===== src/rtl/addsub_serial_param.sv =====
// Digit-serial signed/unsigned adder-subtractor: CHUNK bits per cycle, valid/ready in and out.
// Build option: define ADDSUB_SATURATE_EN to clamp the result on signed overflow.
module addsub_serial_param #(
   parameter int WIDTH = 16,
   parameter int CHUNK = 4
) (
   input  logic             clk,
   input  logic             rst,
   input  logic             in_valid,
   output logic             in_ready,
   input  logic [WIDTH-1:0] a,
   input  logic [WIDTH-1:0] b,
   input  logic             mode,
   output logic             out_valid,
   input  logic             out_ready,
   output logic [WIDTH-1:0] result,
   output logic             ovfl,
   output logic             carry,
   output logic             zero
);

   localparam int NCHUNK = WIDTH / CHUNK;
   localparam int CW = (NCHUNK > 1) ? $clog2(NCHUNK) : 1;
   localparam logic [CW-1:0] LAST = CW'(NCHUNK - 1);

   typedef enum logic [1:0] {IDLE, BUSY, DONE} state_t;

   state_t           state;
   logic [WIDTH-1:0] opa;
   logic [WIDTH-1:0] opb;
   logic [WIDTH-1:0] sh;
   logic             c;
   logic             mode_r;
   logic [CW-1:0]    count;
`ifdef ADDSUB_SATURATE_EN
   logic             sign_a;
`endif

   logic [CHUNK:0]   chunk_sum;
   logic [WIDTH-1:0] next_sh;
   logic             cin_msb;
   logic             ovf_next;
   logic [WIDTH-1:0] final_res;

   always_comb begin
      chunk_sum = {1'b0, opa[CHUNK-1:0]} + {1'b0, opb[CHUNK-1:0]} + {{CHUNK{1'b0}}, c};
      next_sh   = (sh >> CHUNK) | (WIDTH'(chunk_sum[CHUNK-1:0]) << (WIDTH - CHUNK));
      // On the last chunk this recovers the carry into bit WIDTH-1 from the top sum bit.
      cin_msb   = opa[CHUNK-1] ^ opb[CHUNK-1] ^ chunk_sum[CHUNK-1];
      ovf_next  = cin_msb ^ chunk_sum[CHUNK];
      final_res = next_sh;
`ifdef ADDSUB_SATURATE_EN
      if (ovf_next) begin
         final_res = sign_a ? {1'b1, {(WIDTH-1){1'b0}}} : {1'b0, {(WIDTH-1){1'b1}}};
      end
`endif
   end

   // Handshake: a transfer happens on any rising edge where valid && ready are both high;
   // in_ready depends on state only, and result/flags stay frozen while out_valid waits for out_ready.
   assign in_ready = (state == IDLE);

   always_ff @(posedge clk) begin
      if (rst) begin
         state     <= IDLE;
         count     <= '0;
         opa       <= '0;
         opb       <= '0;
         sh        <= '0;
         c         <= 1'b0;
         mode_r    <= 1'b0;
         result    <= '0;
         ovfl      <= 1'b0;
         carry     <= 1'b0;
         zero      <= 1'b0;
         out_valid <= 1'b0;
`ifdef ADDSUB_SATURATE_EN
         sign_a    <= 1'b0;
`endif
      end else begin
         case (state)
            IDLE: begin
               if (in_valid) begin
                  opa    <= a;
                  opb    <= mode ? ~b : b;
                  c      <= mode;
                  mode_r <= mode;
                  count  <= '0;
                  state  <= BUSY;
`ifdef ADDSUB_SATURATE_EN
                  sign_a <= a[WIDTH-1];
`endif
               end
            end
            BUSY: begin
               opa   <= opa >> CHUNK;
               opb   <= opb >> CHUNK;
               sh    <= next_sh;
               c     <= chunk_sum[CHUNK];
               count <= count + 1'b1;
               if (count == LAST) begin
                  state     <= DONE;
                  out_valid <= 1'b1;
                  result    <= final_res;
                  ovfl      <= ovf_next;
                  carry     <= mode_r ? ~chunk_sum[CHUNK] : chunk_sum[CHUNK];
                  zero      <= (final_res == '0);
               end
            end
            DONE: begin
               if (out_ready) begin
                  state     <= IDLE;
                  out_valid <= 1'b0;
               end
            end
            default: state <= IDLE;
         endcase
      end
   end

endmodule


===== config.mk =====
export PLATFORM = sky130hd
export DESIGN_NAME = addsub_serial_param
export DESIGN_NICKNAME = d
export VERILOG_FILES = /design/src/rtl/addsub_serial_param.sv
export SDC_FILE = /design/constraint.sdc
export NUM_CORES = 1
export LEC_CHECK = 0
export CORE_MARGIN = 2
export CORE_UTILIZATION = 30
export CTS_BUF_LIST = sky130_fd_sc_hd__clkbuf_4
export CTS_CLUSTER_DIAMETER = 30
export DETAILED_ROUTE_END_ITERATION = 12
export MAX_ROUTING_LAYER = met4
export REMOVE_ABC_BUFFERS = 1
export SLEW_MARGIN = 20
export SYNTH_ARGS = -nofsm -noshare
export SYNTH_HDL_FRONTEND = slang
export SYNTH_SLANG_ARGS = --single-unit

===== constraint.sdc =====
create_clock -name clk -period 3 [get_ports clk]
set_clock_uncertainty 0.05 [all_clocks]
set_input_delay 0.45 -clock clk [delete_from_list [all_inputs] [get_ports clk]]
set_output_delay 0.45 -clock clk [all_outputs]
set_load 0.01 [all_outputs]

=== Word level (Yosys, flattened, before mapping) ===
Cells that the tools add are included.

* Register bits after elaboration: 74
* Input port bits: 37
* Output and inout bits: 21
* Logic and storage cells: 53

* Add/subtract/negate cells: 3
* Equality and inequality tests: 6
* Mux-type cells: 17
* Bitwise logic cells: 6
* Reductions and logical operators: 9

{| class="wikitable"
|+ Operators by type and width
! operator !! number
|-
| 16-bit case mux with 2 select lines || 2
|-
| 16-bit 2-to-1 mux || 3
|-
| 16-bit zero test || 1
|-
| 16-bit NOT || 1
|-
| 12-bit by 16-bit bitwise OR with 16-bit output || 1
|-
| 2-bit 2-to-1 mux || 4
|-
| 2-bit inequality test, second input constant || 3
|-
| 2-bit case mux with 3 select lines || 1
|-
| 2-bit AND reduction || 3
|-
| 3-bit AND reduction || 2
|-
| 4-bit by 4-bit adder with 5-bit output || 1
|-
| 5-bit by 1-bit adder with 5-bit output || 1
|-
| 2-bit equality test, second input constant || 2
|-
| 1-bit 2-to-1 mux || 4
|-
| 1-bit case mux with 2 select lines || 2
|-
| 2-bit case mux with 2 select lines || 1
|-
| 2-bit nonzero test || 2
|-
| 1-bit bitwise XOR || 3
|-
| 2-bit by 1-bit adder with 2-bit output, second input constant || 1
|-
| 2-bit by 1-bit equality test with 1-bit output, second input constant || 1
|-
| 2-bit zero test || 1
|-
| 1-bit NOT || 1
|}

=== Logic depth before layout (Yosys ltp) ===
Gate-level depths: netlist of the first run.

* Depth in word-level cells: 4
* Gate-level depth with buffers: 7
* Depth with buffers taken out: 6

=== Worst setup path after synthesis of the first run ===
OpenSTA, ideal clock, no wires.

* Kind: reg2reg
* Start point: register c
* End point: register carry
* Library setup time: 0.116 ns
* Arrival: 1.911 ns
* Required time: 2.834 ns
* Setup slack: 0.923 ns
* Cell stages (with the launch flop): 7
* Path buffers: 0
* Clock period less this slack: 2.077 ns
* Cells stage by stage: dfxtp_1 -> fa_1 -> fa_1 -> a21o_1 -> a21oi_1 -> xnor2_1 -> a31o_2

* Longest elaborated chain between the ends: 3

{| class="wikitable"
|+ RTL lines
! item !! RTL line !! RTL
|-
| start, declared || 32 || <nowiki>logic c;</nowiki>
|-
| start signal, assigned || 86 || <nowiki>c <= mode;</nowiki>
|-
| start signal, assigned || 99 || <nowiki>c <= chunk_sum[CHUNK];</nowiki>
|-
| 5-bit by 1-bit adder with 5-bit output * || 46 || <nowiki>chunk_sum = {1'b0, opa[CHUNK-1:0]} + {1'b0, opb[CHUNK-1:0]} + {{CHUNK{1'b0}}, c};</nowiki>
|-
| 1-bit NOT || 106 || <nowiki>carry <= mode_r ? ~chunk_sum[CHUNK] : chunk_sum[CHUNK];</nowiki>
|-
| 1-bit 2-to-1 mux * || 106 ||
|-
| end signal, assigned || 106 ||
|-
| end, declared || 18 || <nowiki>output logic carry,</nowiki>
|}

Mark *: on every way between the ends. The rest lies on a longest branch, timed or not.
A chain may end at the register's enable or synchronous reset.

=== Worst setup path in the final report of the first run ===
Ends and elaborated chain as after synthesis.

==> impl_metrics.ini, run 1 <==
[outcome]
status = finished clean

[cells_and_area]
area_growth_pct = 27.65
fin_util_pct = 39.19
finalNonFillerCells = 545
nets = 450
drive_gt1_share_pct = 6.796
diodes = 0
fillers = 1029

[detailed_routing]
wire_per_inst_um = 12.14
wl_mm = 6.615
ant_nets = 0
via_per_inst = 4.622
drt-initial-drc-count = 109
via_count = 2519
drcViolationCount = 0
drt_first_pass_iters = 4

[synthesis]
syn-cell-area_um2 = 2973
ys_seq_elements = 70
synth_cell_types = 36
yosys_warnings = 0
synth-seq-area-share_pct = 47.14
synthCells = 362
synth_edf_count = 0
async_flop_share_pct = 0
ys.flop_type = dfxtp_1
synth.avg_cell_area_um2 = 8.212

[sta]
tightest_slew_ns = 0.9334
drv_slew = 0
fin_crit_sh_pct = 72.66
relSlewSlack_pct = 37.58
max_freq_mhz = 458.7
fin_crit_ns = 2.180
finalSetupViolations = 0
hold_ws_ns = 0.3446
grt_setup_unrepaired = false
fin_tns_setup_ns = 0
hold_viol = 0

[power]
power_mw = 2.052
ir_worst_vdd_uv = 300.3
power_density_nw_per_um2 = 540.8
leakage_nw = 1.380

[floorplan]
die_area_um2 = 10720
rows = 36
fp.dieH_um = 103.5
core_area_um2 = 9684
initial_core_util_pct = 30.70
die-width_um = 103.5
ioPinCount = 58

[setup_path]
r2r_start = c
critPathKind = flip-flop to flip-flop
crit_required_ns = 3.26
crit_path_end_kind = flip-flop
cp_max_fo = 3
reg2regPathDepth = 6
cp.arrival_ns = 2.44
rrSetupSlack_ns = 0.82
r2r-end = carry
cp-start-kind = flip-flop

[worst_hold_path]
holdCritStartpoint = rst
hold_path_end = result[2]
hp-class = primary input to flip-flop
hold_path_depth = 2

[clocking]
cts_buffers = 9
post_cts_buffers = 0
ctsHoldBuffers = 0
cts_tree = done
ctsResizeCount = 0
cts_buffer_depth = 2
clk_pin_slew_ns = 0.12
cts_max_level = 3
root_buffer = clkbuf_4
cts.sinks = 70
clock_latency_ns = 0.41

[global_route]
grt-ovfl-total = 0
grt_max_degree = 49
grtUsageTotal_pct = 13.03
grt_pass1_vias = 2387
grt_pass1_wl_mm = 11.21
antenna_found_initial = 0

[placed_design]
dpl.hpwl_mm = 4.375
dp.cells = 529
portBuffers = 57
globalplace.congestion = 0.8237

[flow_run]
drv_cap = 0
## logic make-up after synthesis
kind of cell,Yosys count,share of synthesized area [%]
adders and majority gates,6,3.030
and+or+nand+nor,152,21.63
buffers and inverters,28,4.671
xor gates and xnor gates,19,5.598
AOI/OAI and AO/OA,87,17.93
DFF,70,47.14
## area by class of cell
type	count	area (um^2)	area share, %
Multi-Input combinational cell	264	1438	37.88
Sequential cell	70	1401	36.93
Timing Repair Buffer	61	595.6	15.69
Tap cell	133	166.4	4.385
Clock inverter	7	122.6	3.231
Clock buffer	9	67.56	1.780
Inverter	1	3.754	0.09891
## registers in the layout, indices dropped and copies added, names as in the netlist, 2 cells and up
signal and cells:
count 2, opa 16, opb 16, result 16
sh 12, state 2
## power breakdown
part	switching, mW	internal (mW)
registers	0.0328	0.977
clock network	0.343	0.424
logic	0.151	0.124
## worst max-delay path by stage
stage	end	from	slack (ns)	cells after the start
after floorplan	carry	state[0]	0.46	4
after CTS	carry	c	0.81	6
after detailed placement	carry	c	0.81	6
after global routing	result[13]	state[0]	0.63	4
final	carry	c	0.82	6
after global placement	opb[1]	mode	0.85	4
## per-layer routing
metal	up-vias	share of wire [%]	global-route usage, %	wire (um)
met2	74	47	20.77	3092
met4	0	0.60	3.958	40
met1	1122	47	16.08	3120
li1	1317	-	-	-
met3	6	5.5	3.776	362
met5	-	0	-	0
## synthesized netlist by cell type (2+ instances only)
cell type,count,area [um^2]
nor3_1,2,10.01
nand3_1,11,55.05
a21o_1,2,15.01
nand2b_1,2,12.51
nand2_1,99,371.6
buf_6,2,22.52
nor4_1,3,18.77
buf_2,9,45.04
xnor2_1,2,17.52
a22oi_1,12,90.09
ha_1,4,50.05
clkbuf_1,13,48.80
buf_4,2,15.01
fa_1,2,40.04
and3_1,2,12.51
nor2_1,25,93.84
a311oi_1,12,105.1
dfxtp_1,70,1401
xor2_1,17,148.9
a21oi_1,54,270.3
o21ai_0,2,10.01
## cell usage in the layout, fill, tap and decap left out, types with 3 or more instances in the layout
cell type,instances
nand2_1,99
dfxtp_1,70
clkdlybuf4s50_1,56
a21oi_1,54
nor2_1,25
xor2_1,17
a311oi_1,12
a22oi_1,12
nand3_1,11
clkbuf_4,9
ha_1,4
buf_4,4
nor4_1,3
bufinv_16,3
## per-stage QoR
step	instance area (um^2)	worst slack, ns
2_1_floorplan	2838	0.4638
3_3_place_gp	3605	0.8488
3_5_place_dp	3605	0.8107
4_1_cts	3795	0.8093
5_1_grt	3795	0.6327
6_report	3795	0.8201
## critical path, stage by stage, from the launching register on
cell and delay [ns]:
dfxtp_1 0.35, fa_1 0.47, fa_1 0.41, a21o_1 0.19, a21oi_1 0.28, xnor2_1 0.11
a31o_2 0.24
Power figures use the tool's default switching activity.
==> run 2: changes to the inputs <==
==> constraint.sdc (replaced) <==
create_clock -name clk -period 1.9 [get_ports clk]
set_clock_uncertainty 0.05 [all_clocks]
set_input_delay 0.285 -clock clk [delete_from_list [all_inputs] [get_ports clk]]
set_output_delay 0.285 -clock clk [all_outputs]
set_load 0.01 [all_outputs]
==> impl_metrics.ini, run 2 (synthesis gave the netlist of run 1 again) <==
[sta]
max_freq_mhz = 514.1
fin_crit_sh_pct = 102.4
tightest_slew_ns = 0.5655
hold_viol = 0
relSlewSlack_pct = 62.26
fin_crit_ns = 1.945
grt_setup_unrepaired = true
finalSetupViolations = 2
hold_ws_ns = 0.07065
finalWorstSetupSlack_ns = -0.04524
fin_tns_setup_ns = -0.08610
drv_slew = 0

[floorplan]
ioPinCount = 58
rows = 36
die_area_um2 = 10720
initial_core_util_pct = 30.70
die-width_um = 103.5
fp.dieH_um = 103.5
core_area_um2 = 9684

[setup_path]
cp_top_family = adder cells
path_buf_inv = 1
crit_required_ns = 2.16
crit_path_end_kind = flip-flop
cpPeakStageDelay_ns = 0.40
cp-start-kind = flip-flop
critPathSlowestCell = fa_2
crit_chain = fa_2 > fa_2 > a21o_1 > a21oi_2 > buf_4 > xnor2_2 > a21oi_1
cp_max_fo = 3
cp.arrival_ns = 2.20
critPathKind = flip-flop to flip-flop
cpMostUsedCell = fa_2

[global_route]
grt_pass1_vias = 2363
grt_max_degree = 49
grtUsageTotal_pct = 13.16
grt_pass1_wl_mm = 11.16
antenna_found_initial = 0
grt-ovfl-total = 0

[detailed_routing]
drt_first_pass_iters = 4
drt-initial-drc-count = 84
wire_per_inst_um = 12.10
ant_nets = 0
wl_mm = 6.714
drcViolationCount = 0
via_per_inst = 4.670
via_count = 2592

[cells_and_area]
drive_gt1_share_pct = 11.37
area_growth_pct = 31.52
largestRegisters = opa (16), opb (16), result (16)
fillers = 1030
fin_util_pct = 40.37
final_common_cell = nand2_1
diodes = 0
final_area_um2 = 3910
final_cell_mix = nand2_1, dfxtp_1, clkdlybuf4s50_1
nets = 460

[clocking]
post_cts_buffers = 0
cts.sinks = 70
root_buffer = clkbuf_4
cts_buffers = 9
clk_pin_slew_ns = 0.11
cts_buffer_depth = 2
clock_latency_ns = 0.41
cts_tree = done
cts_max_level = 3

[placed_design]
globalplace.congestion = 0.7930
portBuffers = 57
place_area_um2 = 3730
dpl.hpwl_mm = 4.630

[power]
power_density_nw_per_um2 = 773.5
ir_worst_vdd_uv = 430.0
power_mw = 3.025
leakage_nw = 1.442

[outcome]
violations = setup timing
status = finished with violations

[flow_run]
drv_cap = 0

[worst_hold_path]
hp-class = primary input to flip-flop
## run 2: report_power, final
group	internal, mW	total, mW	switching [mW]
Sequential	1.54	1.60	0.0528
Clock	0.423	0.929	0.506
Combinational	0.243	0.499	0.256
Total	2.21	3.02	0.815
## run 2: routing by layer
layer	part of all wire, %	global-route usage (%)	vias to the layer above
met5	0	-	-
met4	0.71	3.378	0
met3	5.6	4.720	4
met2	48	21.00	65
met1	46	15.88	1182
li1	-	-	1341
## run 2: cell type report
cell class              count  area (um^2)  area share [%]
clock inverters             5        50.05           1.280
multi-input cells         264         1481           37.89
clock buffers              11        82.58           2.112
flip-flops and latches     70         1405           35.94
inverters                   1        3.754         0.09600
repair buffers             71        720.7           18.43
well taps                 133        166.4           4.256
## run 2: worst paths after layout
kind	startpoint	to	slack, ns	depth (start not counted)
max	c	ovfl	-0.05	7
min	rst	sh[12]	0.07	2
max reg2reg	c	ovfl	-0.05	7
min reg2reg	result[5]	result[5]	0.41	2
## run 2: what timing repair did
action	in CTS	in global routing
pin swaps	2	0
setup endpoints to repair	7	7
gates cloned	0	0
gates resized for setup	8	3
hold buffers	0	0
## run 2: through the flow
stage,instances,worst slack [ns]
6_report,555,-0.04524
5_1_grt,555,-0.1358
4_1_cts,555,-0.05334
3_5_place_dp,539,-0.2542
3_3_place_gp,539,-0.2020
2_1_floorplan,335,-0.6362
==> run 3: changes to the inputs <==
--- a/config.mk
+++ b/config.mk
@@ -10,6 +10,7 @@
 export CTS_BUF_LIST = sky130_fd_sc_hd__clkbuf_4
 export CTS_CLUSTER_DIAMETER = 30
 export DETAILED_ROUTE_END_ITERATION = 12
+export GPL_TIMING_DRIVEN = 0
 export MAX_ROUTING_LAYER = met4
 export REMOVE_ABC_BUFFERS = 1
 export SLEW_MARGIN = 20
==> constraint.sdc (replaced) <==
create_clock -name clk -period 2.2 [get_ports clk]
set_clock_uncertainty 0.05 [all_clocks]
set_input_delay 0.33 -clock clk [delete_from_list [all_inputs] [get_ports clk]]
set_output_delay 0.33 -clock clk [all_outputs]
set_load 0.01 [all_outputs]
==> impl_metrics.ini, run 3 (synthesis gave the netlist of run 1 again) <==
[outcome]
status = finished clean

[sta]
finalWorstSetupSlack_ns = 0.1602
hold_viol = 0
finalSetupViolations = 0
fin_crit_sh_pct = 92.72
fin_crit_ns = 2.040
grt_setup_unrepaired = false
relSlewSlack_pct = 41.41
tightest_slew_ns = 0.8761
max_freq_mhz = 490.2
hold_ws_ns = 0.3854
drv_slew = 0

[power]
power_mw = 2.824
clockPowerShare_pct = 37.4
power.internal_mw = 2.094
combPwrFrac_pct = 13.8
switching_share_pct = 25.85
leakage_nw = 1.397
pwr-share-seq_pct = 48.8
ir_worst_vdd_uv = 245.3
power_density_nw_per_um2 = 735.5
p_sw_uw = 729.9

[clocking]
cts_max_level = 3
post_cts_buffers = 0
clk_pin_slew_ns = 0.12
cts.sinks = 70
cts_buffer_depth = 2
root_buffer = clkbuf_4
cts_tree = done
cts_buffers = 9
clock_latency_ns = 0.40

[setup_path]
r2r-end = carry
r2r_start = c
reg2regPathDepth = 6
crit_required_ns = 2.47
cp_max_fo = 3
critPathKind = flip-flop to flip-flop
rrSetupSlack_ns = 0.16
cp.arrival_ns = 2.31
crit_path_end_kind = flip-flop
cp-start-kind = flip-flop

[detailed_routing]
wl_mm = 6.460
via_per_inst = 4.637
wire_per_inst_um = 11.85
drt_first_pass_iters = 5
drcViolationCount = 0
via_count = 2527
drt-initial-drc-count = 94
ant_nets = 0

[placed_design]
globalplace.congestion = 0.7641
dpl.hpwl_mm = 4.460
dp_slack_ns = -0.09332
portBuffers = 57

[cells_and_area]
nets = 449
fillers = 1027
drive_gt1_share_pct = 7.543
final_cell_mix = nand2_1, dfxtp_1, clkdlybuf4s50_1
area_growth_pct = 29.17
regArea_um2 = 1401
fin_util_pct = 39.65
largestRegisters = opa (16), opb (16), result (16)
final_common_cell = nand2_1
multi_input_area_um2 = 1456

[worst_hold_path]
hold_path_end = out_valid
holdCritStartpoint = rst
hp-class = primary input to flip-flop
hold_path_depth = 2

[floorplan]
die_area_um2 = 10720
core_area_um2 = 9684
die-width_um = 103.5
ioPinCount = 58
rows = 36
initial_core_util_pct = 30.70
fp.dieH_um = 103.5

[global_route]
grt_pass1_vias = 2246
grt-ovfl-total = 0
grt_max_degree = 69
grt_pass1_wl_mm = 10.89
grtUsageTotal_pct = 12.89
antenna_found_initial = 0

[flow_run]
drv_cap = 0
==> run 3: repair_timing <==
action / CTS / global route
hold buffers: 0 / 0
gates resized for setup: 3 / 2
pin swaps: 1 / 0
setup endpoints to repair: 18 / 18
==> run 3: worst max-delay path, cell delays in order, from the launching register on <==
cell     delay [ns]
dfxtp_1        0.35
fa_1           0.46
fa_2           0.37
a21o_1         0.19
a21oi_2        0.21
xnor2_1        0.09
a31o_2         0.23
==> run 3: metal layers <==
metal  part of all wire [%]  vias to the layer above  global-route usage (%)
li1                       -                     1326                       -
met1                     47                     1117                   15.94
met2                     46                       79                   20.44
met3                    5.7                        5                   2.958
met4                    1.2                        0                   5.212
met5                      0                        -                       -
==> run 3: stage by stage <==
step / setup TNS (ns) / cell area, um^2 / instances
global placement: -56.36 / 3575 / 525
global route: 0 / 3837 / 544
CTS: 0 / 3834 / 544
floorplan: -2.337 / 2838 / 335
finish: 0 / 3840 / 545
detailed placement: -0.7440 / 3631 / 528
==> run 3: final cells by class <==
class                           instances  area share, %
Clock inverter                          7          3.128
Timing Repair Buffer                   60          16.19
Multi-Input combinational cell        264          37.93
Inverter                                1        0.09775
Clock buffer                            9          1.760
Antenna cell                            1        0.06517
Tap cell                              133          4.334
Sequential cell                        70          36.49
==> run 3: power groups by stage <==
stage / registers, mW / logic, mW / clock network (mW)
after global placement: 1.40 / 0.368 / 0
after detailed placement: 1.41 / 0.387 / 0
after floorplan: 1.39 / 0.216 / 0
after CTS: 1.38 / 0.393 / 1.09
after global routing: 1.39 / 0.439 / 1.15
final: 1.38 / 0.389 / 1.06
==> run 3: how the worst max path moves through the flow <==
| stage | from | to | slack [ns] | cells after the start |
|---|---|---|---|---|
| detailed placement | in_valid | c | -0.09 | 5 |
| global placement | rst | carry | -1.43 | 4 |
| floorplan | state[0] | carry | -0.34 | 4 |
| CTS | c | carry | 0.08 | 6 |
| finish | c | carry | 0.16 | 6 |
| global route | state[0] | carry | 0.02 | 5 |
==> patch 1, RTL diff (flow settings as in run 3) <==
The parameter `CHUNK` goes from 4 to 2.
--- a/src/rtl/addsub_serial_param.sv
+++ b/src/rtl/addsub_serial_param.sv
@@ -2,7 +2,7 @@
 // Build option: define ADDSUB_SATURATE_EN to clamp the result on signed overflow.
 module addsub_serial_param #(
    parameter int WIDTH = 16,
-   parameter int CHUNK = 4
+   parameter int CHUNK = 2
 ) (
    input  logic             clk,
    input  logic             rst,
Behaviour: not the same (a bounded check fails within 10 cycles, from zero or initial values and one cycle with rst high).
==> patch 1 against run 3 <==
  * Routed wire length rose by 1.3%
  * Synthesized area rose by 4.3%
  * First-iteration DRC count rose by 54%
  * Worst setup slack got worse by 0.033 ns
  * Non-clock buffer count fell by 1
  * Cell area rose by 1.7%
  * Total power fell by 2.4%
  * Sequential cell count rose by 3
  * Combinational power fell by 13%
  * Critical path type unchanged
  * Largest cell class unchanged
  * Largest power group unchanged
==> patch 1: results (changes against run 3) <==
| Metric | Value |
|---|---|
| WL/cell | 12.01 µm (was 11.85 µm) |
| Vias in the first global route | 2370 (was 2246) |
| Grt met1 use | 16.24% (was 15.94%) |
| Xor-xnor portion of the synthesized cell area | 5.085% (was 5.598%) |
| Sequential Power Share | 51.9% (was 48.8%) |
| Met3 wire length | 320 µm (was 371 µm) |
| Reg2reg path depth | 7 (was 6) |
| Endpoint, Worst Hold | result[9] (was out_valid) |
| Initial DRC count | 145 (was 94) |
| Register area share after synthesis | 47.13% (was 47.14%) |
| All-Layer GR Usage | 12.71% (was 12.89%) |
| Pwr Density | 705.5 nW/µm² (was 735.5 nW/µm²) |
| Worst-Margin Slew | 0.9984 ns (was 0.8761 ns) |
| Wire length of the first global-routing pass | 11.11 mm (was 10.89 mm) |
| Area contributors post-synth | dfxtp_1 47%, nand2_1 11%, a21oi_1 6.3% (was dfxtp_1 47%, nand2_1 13%, a21oi_1 9.1%) |
| Synth cell types | 37 (was 36) |
| Maximum vdd drop | 0.0002674 V (was 0.0002453 V) |
| Synth cell count leaders | 93 x nand2_1, 73 x dfxtp_1, 39 x a21oi_1 (was 99 x nand2_1, 70 x dfxtp_1, 54 x a21oi_1) |
| HPWL Detailed | 4.342 mm (was 4.460 mm) |
| Met1 Wirelength | 3.218 mm (was 3.032 mm) |
| Met2 wire len | 2.916 mm (was 2.979 mm) |
| Sw Ratio | 26.69% (was 25.85%) |
| Slowest stage delay, CP | 0.49 ns (was 0.46 ns) |
| Power Clock | 0.985 mW (was 1.06 mW) |
| CTS clock-pin slew for the worst setup and hold paths | 0.14 ns (was 0.12 ns) |
| Largest net degree at the start of global routing | 44 (was 69) |
| Dpl ws | -0.1417 ns (was -0.09332 ns) |
| Setup WS post-layout | 0.1272 ns (was 0.1602 ns) |
| # diodes | 0 (was 1) |
| Adder-cell share of the synthesized area | 2.502% (was 3.030%) |
| GRT met2 Usage | 19.08% (was 20.44%) |
| Status | complete, no violations (unchanged) |
| Clock Latency Late Sink | 0.42 ns (was 0.40 ns) |
## patch 1: stage by stage
step                std cells  hold slack [ns]  area, µm²
finish                    545           0.2485       3906
global route              545           0.2489       3906
CTS                       545           0.2272       3904
detailed placement        529           0.3982       3735
global placement          527           0.3930       3690
floorplan                 334           0.3491       2949
## patch 1: layout make-up
class | instances | area [µm²]
Tap cell | 136 | 170.2
Inverter | 5 | 18.77
Multi-Input combinational cell | 256 | 1471
Clock inverter | 7 | 100.1
Fill cell | 1069 | 6279
Sequential cell | 73 | 1465
Clock buffer | 9 | 67.56
Timing Repair Buffer | 59 | 613.1
## patch 1: timing repair
action,CTS,global route
gates resized for setup,1,1
endpoints found under the setup margin,2,1
endpoints found under the hold margin,0,0
## patch 1: cells by family (layout without fill, tap and decap cells)
family | after synthesis | count (layout)
and+or+nand+nor | 144 | 144
AOI/OAI and AO/OA | 89 | 89
DFF | 73 | 73
buffers and inverters | 35 | 80
xor gates and xnor gates | 18 | 18
adders and majority gates | 5 | 5
==> patch 2, RTL diff (flow settings as in run 3) <==
Made on the original files. Re-encode `state_t` (3 states) as one-hot, 3 bits wide.
--- a/src/rtl/addsub_serial_param.sv
+++ b/src/rtl/addsub_serial_param.sv
@@ -23,7 +23,7 @@
    localparam int CW = (NCHUNK > 1) ? $clog2(NCHUNK) : 1;
    localparam logic [CW-1:0] LAST = CW'(NCHUNK - 1);
 
-   typedef enum logic [1:0] {IDLE, BUSY, DONE} state_t;
+   typedef enum logic [2:0] {IDLE = 3'b001, BUSY = 3'b010, DONE = 3'b100} state_t;
 
    state_t           state;
    logic [WIDTH-1:0] opa;
Formal check against the unedited RTL: no difference found for any inputs over 10 cycles, from zero or initial values and one cycle with rst high; not proved beyond that.
==> patch 2 against run 3 <==
  * Sequential cell count grew 1
  * Synthesized cell count down 3.3%
  * Worst setup slack got worse by 0.082 ns
  * Highest routed layer unchanged
  * First-iteration DRC count increased by 7.4%
  * Cell area increased by 2.4%
  * Synthesized area is 4.8% higher
  * Global-route usage up 0.51 points
  * Routed wire length increased by 6.3%
Power is not compared: it rests on default switching activity, and its combinational part moved more than twofold at a synthesized area within 25%.
==> patch 2: results (changes against run 3) <==
| Metric | Value |
|---|---|
| Status | complete, no violations (unchanged) |
| Placed cells | 519 (was 528) |
| Register area share after synthesis | 45.64% (was 47.14%) |
| Slew margin rel. | 39.54% (was 41.41%) |
| Top Registers | opa x16, opb x16, result x16 (unchanged) |
| Delay-heaviest family, CP | adder cells (unchanged) |
| Maximum vdd drop | slightly below 0.0004 V |
| H-tree Lvls | 3 (unchanged) |
| Drt pass-1 iters | 4 (was 5) |
| Startpoint class of the critical path | flip-flop (unchanged) |
| Worst hold start | rst (unchanged) |
| Post-synthesis cell count | 350 (was 362) |
| Vias per std cell | 4.768 (was 4.637) |
| Vias in the first global route | 2371 (was 2246) |
| Dpl ws | -0.2112 ns (was -0.09332 ns) |
| Gpl congestion | 0.8012 (was 0.7641) |
| All-Layer GR Usage | 13.40% (was 12.89%) |
| Synth cell count leaders | 71 x dfxtp_1, 61 x nor2_1, 57 x nand2_1 (was 99 x nand2_1, 70 x dfxtp_1, 54 x a21oi_1) |
| Pleak | about 1.4 nW |
| Worst-path maximum fanout | 3 (unchanged) |
| Clock Tree Root | clkbuf_4 (unchanged) |
| Vias | 2551 (was 2527) |
| Final wirelength | 6.866 mm (was 6.460 mm) |
| Worst hold path type | in -> reg (unchanged) |
| Layout cell share with drive strength beyond 1 | 11.28% (was 7.543%) |
| Share of flip-flops with an asynchronous set or reset | 0% (unchanged) |
| HPWL Detailed | 4.798 mm (was 4.460 mm) |
| # nets final | 437 (was 449) |
| Clock Latency Late Sink | between 0.4 and 0.5 ns |
| # diodes | 0 (was 1) |
| Wire length of the first global-routing pass | 11.57 mm (was 10.89 mm) |
| Synth cell types | 44 (was 36) |
| Initial DRC count | 101 (was 94) |
| Max-Cap Viols | 0 (unchanged) |
| IO buf count | 57 (unchanged) |
| Area contributors post-synth | dfxtp_1 46%, nor2_1 7.4%, nand2_1 6.9% (was dfxtp_1 47%, nand2_1 13%, a21oi_1 9.1%) |
| Arrival @ worst endpoint | 2.37 ns (was 2.31 ns) |
| Largest net degree at the start of global routing | 33 (was 69) |
| CTS Buffer Depth | 2 (unchanged) |
| Num CTS Buffers | 9 (unchanged) |
## patch 2: cell types whose count changed after synthesis, moves of 15 or more
cell     delta
nand2_1    -42
xnor2_1    +16
a21oi_1    -19
xor2_1     -15
nor2_1     +36
## patch 2: path summary, 6_finish.rpt
kind                                    to  slack [ns]  cells after the start
worst min-delay path                opb[6]        0.33                      2
worst min register to register  result[11]        0.41                      2
worst max-delay path                 carry        0.08                      6
worst max register to register       carry        0.08                      6
## patch 2: what timing repair did
item	4_1_cts	5_1_grt
setup endpoints to repair	14	15
pin swaps	0	0
resized for setup	4	5
## patch 2: per-layer routing
| metal | global-route usage (%) | wire [µm] |
|---|---|---|
| met1 | 16.95 | 3133 |
| met4 | 3.383 | 27 |
| met5 | - | 0 |
| met2 | 21.20 | 3362 |
| met3 | 3.772 | 342 |
## patch 2: final cells by class
type	count	area (µm²)
Clock buffer	10	75.07
Clock inverter	6	85.08
Fill cell	1113	6251
Inverter	3	11.26
Multi-Input combinational cell	249	1550
Sequential cell	71	1426
Tap cell	136	170.2
Timing Repair Buffer	60	615.6
## patch 2: report_power, final
group          internal [mW]  leakage (nW)  switching, mW  total, mW
registers               1.48         0.579          0.161       1.64
logic                  0.462         0.714          0.581       1.04
clock network          0.470        0.0840          0.448      0.918
## patch 2: stage by stage
stage	power (mW)	area, µm²	utilization, %	hold WS, ns
floorplan	2.322	2945	-	0.3446
global route	3.853	3934	38.62	0.3445
global placement	2.632	3686	36.19	0.3950
detailed placement	2.672	3736	36.68	0.3971
finish	3.598	3934	38.62	0.3321
CTS	3.609	3904	38.33	0.3142
## patch 2: logic make-up (layout without fill, tap and decap cells)
kind of cell	after synthesis	count (layout)	share of synthesized area, %
simple gates	143	143	20.05
mux	1	1	0.3214
flops	71	71	45.64
fa+ha+maj	6	6	2.893
buf+inv	30	79	5.785
xor+xnor	20	20	5.625
compound gates	79	79	19.69
